File: config.mk
export PLATFORM = sky130hd
export DESIGN_NAME = order_25d_ctrl
export DESIGN_NICKNAME = d
export VERILOG_FILES = /design/src/rtl/order_25d_ctrl.sv
export SDC_FILE = /design/constraint.sdc
export NUM_CORES = 1
export LEC_CHECK = 0
export ABC_AREA = 0
export BUFFER_PORTS_ARGS = -buffer_cell sky130_fd_sc_hd__buf_2
export CORE_ASPECT_RATIO = 0.75
export CORE_UTILIZATION = 45
export DETAILED_ROUTE_END_ITERATION = 10
export PLACE_DENSITY_LB_ADDON = 0.2
export SLEW_MARGIN = 40
export SYNTH_ARGS = -nofsm -noshare
export SYNTH_HDL_FRONTEND = slang
export SYNTH_SLANG_ARGS = --single-unit
File: constraint.sdc
create_clock -name clock -period 3.43 [get_ports clock]
set_input_delay 0.1715 -clock clock [delete_from_list [all_inputs] [get_ports clock]]
set_output_delay 0.1715 -clock clock [all_outputs]
set_load 0.01 [all_outputs]
File: src/rtl/order_25d_ctrl.sv
// Sequencing controller for the 25-input sorter: serial window fill, fixed-latency wait,
// result capture and valid/ready drain (full window or median only).
module order_25d_ctrl #(
  parameter int unsigned DSIZE    = 8,
  parameter int unsigned SORT_LAT = 2
) (
  input  logic                  clock,
  input  logic                  rst_n,
  input  logic                  flush,
  input  logic                  med_mode,
  input  logic                  in_valid,
  output logic                  in_ready,
  input  logic [DSIZE-1:0]      in_data,
  output logic [25*DSIZE-1:0]   sort_id,
  input  logic [25*DSIZE-1:0]   sort_od,
  output logic                  out_valid,
  input  logic                  out_ready,
  output logic [DSIZE-1:0]      out_data,
  output logic                  out_last,
  output logic                  busy,
  output logic [15:0]           win_cnt
);

  localparam int unsigned WaitW = $clog2(SORT_LAT + 1) + 1;

  typedef enum logic [1:0] {StIdle, StFill, StWait, StDrain} state_e;

  state_e               state_q, state_d;
  logic [4:0]           fill_idx_q, fill_idx_d;
  logic [4:0]           out_idx_q, out_idx_d;
  logic [WaitW-1:0]     wait_cnt_q, wait_cnt_d;
  logic                 med_q, med_d;
  logic [15:0]          win_cnt_q, win_cnt_d;
  logic [25*DSIZE-1:0]  bank_q, bank_d;
  logic [25*DSIZE-1:0]  cap_q, cap_d;
  logic                 last_beat;
  logic [4:0]           out_sel;

  assign last_beat = med_q || (out_idx_q == 5'd24);
  assign out_sel   = med_q ? 5'd12 : out_idx_q;

  always_comb begin
    state_d    = state_q;
    fill_idx_d = fill_idx_q;
    out_idx_d  = out_idx_q;
    wait_cnt_d = wait_cnt_q;
    med_d      = med_q;
    win_cnt_d  = win_cnt_q;
    bank_d     = bank_q;
    cap_d      = cap_q;
    // Flush beats any concurrent handshake; the bank keeps its stale contents.
    if (flush) begin
      state_d    = StFill;
      fill_idx_d = '0;
      out_idx_d  = '0;
      wait_cnt_d = '0;
    end else begin
      unique case (state_q)
        StIdle: state_d = StFill;
        StFill: begin
          if (in_valid) begin
            bank_d[fill_idx_q*DSIZE +: DSIZE] = in_data;
            if (fill_idx_q == 5'd0) med_d = med_mode;
            if (fill_idx_q == 5'd24) begin
              state_d    = StWait;
              wait_cnt_d = '0;
            end else begin
              fill_idx_d = fill_idx_q + 5'd1;
            end
          end
        end
        StWait: begin
          if (wait_cnt_q == WaitW'(SORT_LAT)) begin
            cap_d     = sort_od;
            out_idx_d = '0;
            state_d   = StDrain;
          end else begin
            wait_cnt_d = wait_cnt_q + 1'b1;
          end
        end
        StDrain: begin
          if (out_ready) begin
            if (last_beat) begin
              win_cnt_d  = win_cnt_q + 16'd1;
              fill_idx_d = '0;
              state_d    = StFill;
            end else begin
              out_idx_d = out_idx_q + 5'd1;
            end
          end
        end
        default: state_d = StIdle;
      endcase
    end
  end

  always_ff @(posedge clock or negedge rst_n) begin
    if (!rst_n) begin
      state_q    <= StIdle;
      fill_idx_q <= '0;
      out_idx_q  <= '0;
      wait_cnt_q <= '0;
      med_q      <= 1'b0;
      win_cnt_q  <= '0;
      bank_q     <= '0;
      cap_q      <= '0;
    end else begin
      state_q    <= state_d;
      fill_idx_q <= fill_idx_d;
      out_idx_q  <= out_idx_d;
      wait_cnt_q <= wait_cnt_d;
      med_q      <= med_d;
      win_cnt_q  <= win_cnt_d;
      bank_q     <= bank_d;
      cap_q      <= cap_d;
    end
  end

  assign in_ready  = (state_q == StFill);
  assign out_valid = (state_q == StDrain);
  assign busy      = (state_q == StWait) || (state_q == StDrain);
  assign out_last  = out_valid && last_beat;
  assign out_data  = cap_q[out_sel*DSIZE +: DSIZE];
  assign sort_id   = bank_q;
  assign win_cnt   = win_cnt_q;

endmodule

==> impl_metrics.yaml <==
grt:
  grt-ovfl-total: 0
  grtUsageTotal_pct: 26.9
  grt_max_degree: 66
  antenna_found_initial: 9
  grt_pass1_vias: 15400
  grt_pass1_wl_um: 89400
place:
  io_buffers: 441
  hpwlAfterDp_um: 39200
  gp_congestion: 0.847
run_status:
  status: "finished clean"
setup_path:
  r2r_cells: 9
  path_class: "register to output pin"
  r2r-start: "fill_idx_q[1]"
  slowest_delay_ns: 0.68
  critical_path.cell_chain: "buf_12 -> mux2_2 -> o21ai_0 -> a221oi_1 -> a32oi_1 -> a21oi_1 -> buf_2"
  startpoint_type: "register"
  critical_path_required_ns: 3.26
  crit_fanout: 48
  reg2reg_setup_slack_ns: 0.22
  cp_slowest_cell: "dfrtp_4"
  r2r_end: "sort_id[148]"
  cp.arrival_ns: 3.14
  end_kind: "output pin"
yosys:
  synth_edf_count: 0
  synth_cells: 1486
  synth_top_area_share_pct: 57.0
  async_flop_share_pct: 100
  synth_top_family_by_area: "multiplexers"
  synth_fp_nets: 1712
  synth_top_flop_cell: "dfrtp_1"
  netlist_area_um2: 19000
  ys_ff_latch: 432
  yosysUniqueCellTypes: 63
  avgSynthCellArea_um2: 12.8
  synth_area_leaders: "dfrtp_1 (57%), mux2_2 (19%), mux2i_1 (3.4%), nand2_1 (2.6%), o21ai_0 (2.3%)"
  synth_area_leader_cell: "dfrtp_1"
  synth-xor-area-share_pct: 0.785
  muxShareOfSynthArea_pct: 23.7
  yosysWarnings: 0
  synth-simple-area-share_pct: 7.76
  synthAdderAreaFrac_pct: 0.792
  synth_compound_gate_area_share_pct: 7.27
  ys_seq_area_share_pct: 57.0
power:
  swShare_pct: 28.5
  ir_drop_mv: 0.371
  comb_power_share_pct: 19.2
  finalPower_w: 0.0133
  p_switching_w: 0.00379
  p_int_w: 0.00953
  clkPwrFrac_pct: 40.1
  power_density_nw_per_um2: 517
  seqPwrFrac_pct: 40.7
  p_leak_nw: 13.0
timing:
  tightest_slew_ns: 0.734
  hold_violations: 0
  fin_crit_ns: 3.31
  skew_ns: 0.0217
  rsz0062_at_grt: "true"
  setup_viol: 0
  slew_violations: 0
  fmax_mhz: 302
  min_period_over_period_pct: 96.4
  slew_headroom_pct: 50.9
floorplan:
  dieArea_um2: 43000
  io_pins: 442
  rows: 64
  core_um2: 41200
  initial_core_util_pct: 46.1
  die-width_um: 239
  die_h_um: 180
drt:
  drc: 0
  via_per_inst: 5.32
  postRouteAntennaNets: 0
  vias: 14600
  dr.pass1.iters: 4
  drt-initial-drc-count: 907
  wire_per_inst_um: 20.7
  wirelength_um: 56800
finish:
  most-common-layout-cells: "buf_2 (440), dfrtp_1 (431), mux2_2 (316), dlygate4sd3_1 (207), nand2_1 (133)"
  layout-drive-gt1-share_pct: 42.7
  final_common_cell: "buf_2"
  fin_util_pct: 62.6
  area_growth_pct: 35.8
  fin_nets: 2365
clock_tree:
  cts_tree: "done"
  clock_path_buffers: 3
  post_cts_resized: 0
  htree_levels: 2
  clock-root-buffer: "clkbuf_16"
  clk_latency_ns: 0.56
  cts.sinks: 432
  clk_pin_slew_ns: 0.06
  numCtsBuffers: 44
flow_run:
  maxCapViolCount: 0
min_path:
  hold_path.class: "input port to async pin"
-- state kept, by name, indices dropped and copies added, names as in the netlist --
signal and count:
sort_id 200, out_idx_q 5, win_cnt 16, fill_idx_q 5
med_q 1, state_q 2, wait_cnt_q 3, cap_q 200
-- metrics by stage --
step	instance area [um^2]	std cells	setup WS, ns	hold WS, ns	setup TNS (ns)
after floorplan	19000	1486	0.137	-0.124	0
after global placement	22000	2445	0.404	0.323	0
after detailed placement	22000	2447	0.301	0.00295	0
after CTS	25700	2736	0.135	0.00288	0
after global routing	25700	2743	-0.0222	0.0324	-0.0825
final	25800	2746	0.122	0.0267	0
-- repair_timing --
item	4_1_cts	5_1_grt
hold endpoints to repair	267	0
setup endpoints to repair	0	7
setup buffers	0	0
hold buffers	207	0
-- cells by family after synthesis --
| family | after synthesis |
|---|---|
| mux | 399 |
| buf+inv | 123 |
| fa+ha+maj | 12 |
| xor+xnor | 17 |
| flops | 432 |
| simple gates | 289 |
| compound gates | 214 |
-- synthesized netlist by cell type (21+ instances only) --
library cell	n
mux2i_1	65
nand3_1	27
a21oi_1	25
a22oi_1	23
clkbuf_1	56
o21ai_0	87
mux2_2	316
dfrtp_1	432
inv_1	37
o22ai_1	24
and2_1	21
nand2_1	133
nor2_1	30
-- critical path: cells and delay by family, from the launching register on --
kind,cells,cell delay (ns)
compound gates,4,0.98
buf+inv,2,0.53
flops,1,0.68
mux,1,0.37
-- area by class of cell --
type                    instances  area, um^2
well taps                     561         702
clock inverters                17         274
fillers                      3261       15400
diodes                         10        25.0
repair buffers                693        4780
multi-input cells             931        7670
flip-flops and latches        432       10800
clock buffers                  65        1350
inverters                      37         139
-- power groups by stage --
| stage | Clock [W] | Sequential (W) | Combinational (W) |
|---|---|---|---|
| floorplan | 0 | 0.00553 | 0.00123 |
| global placement | 0 | 0.00550 | 0.00232 |
| detailed placement | 0 | 0.00551 | 0.00234 |
| CTS | 0.00545 | 0.00542 | 0.00254 |
| global route | 0.00563 | 0.00544 | 0.00278 |
| finish | 0.00534 | 0.00542 | 0.00256 |
-- worst max-delay path by stage --
stage | startpoint | end | slack [ns] | cells after the start
after global routing | fill_idx_q[1] | sort_id[146] | -0.02 | 9
after CTS | out_idx_q[0] | out_data[7] | 0.13 | 7
final | out_idx_q[0] | out_data[7] | 0.12 | 7
after detailed placement | fill_idx_q[1] | sort_id[148] | 0.30 | 9
after global placement | fill_idx_q[1] | sort_id[148] | 0.40 | 9
after floorplan | fill_idx_q[0] | sort_id[120] | 0.14 | 14
-- routing by layer --
layer / track usage (%) / vias to the layer above / share of wire (%)
li1: - / 6655 / -
met1: 36.5 / 7344 / 44
met2: 41.8 / 463 / 46
met3: 6.05 / 153 / 6.2
met4: 10.5 / 2 / 3.9
met5: 0 / - / 0.023
Note: power is estimated with default switching activity, not from simulation.
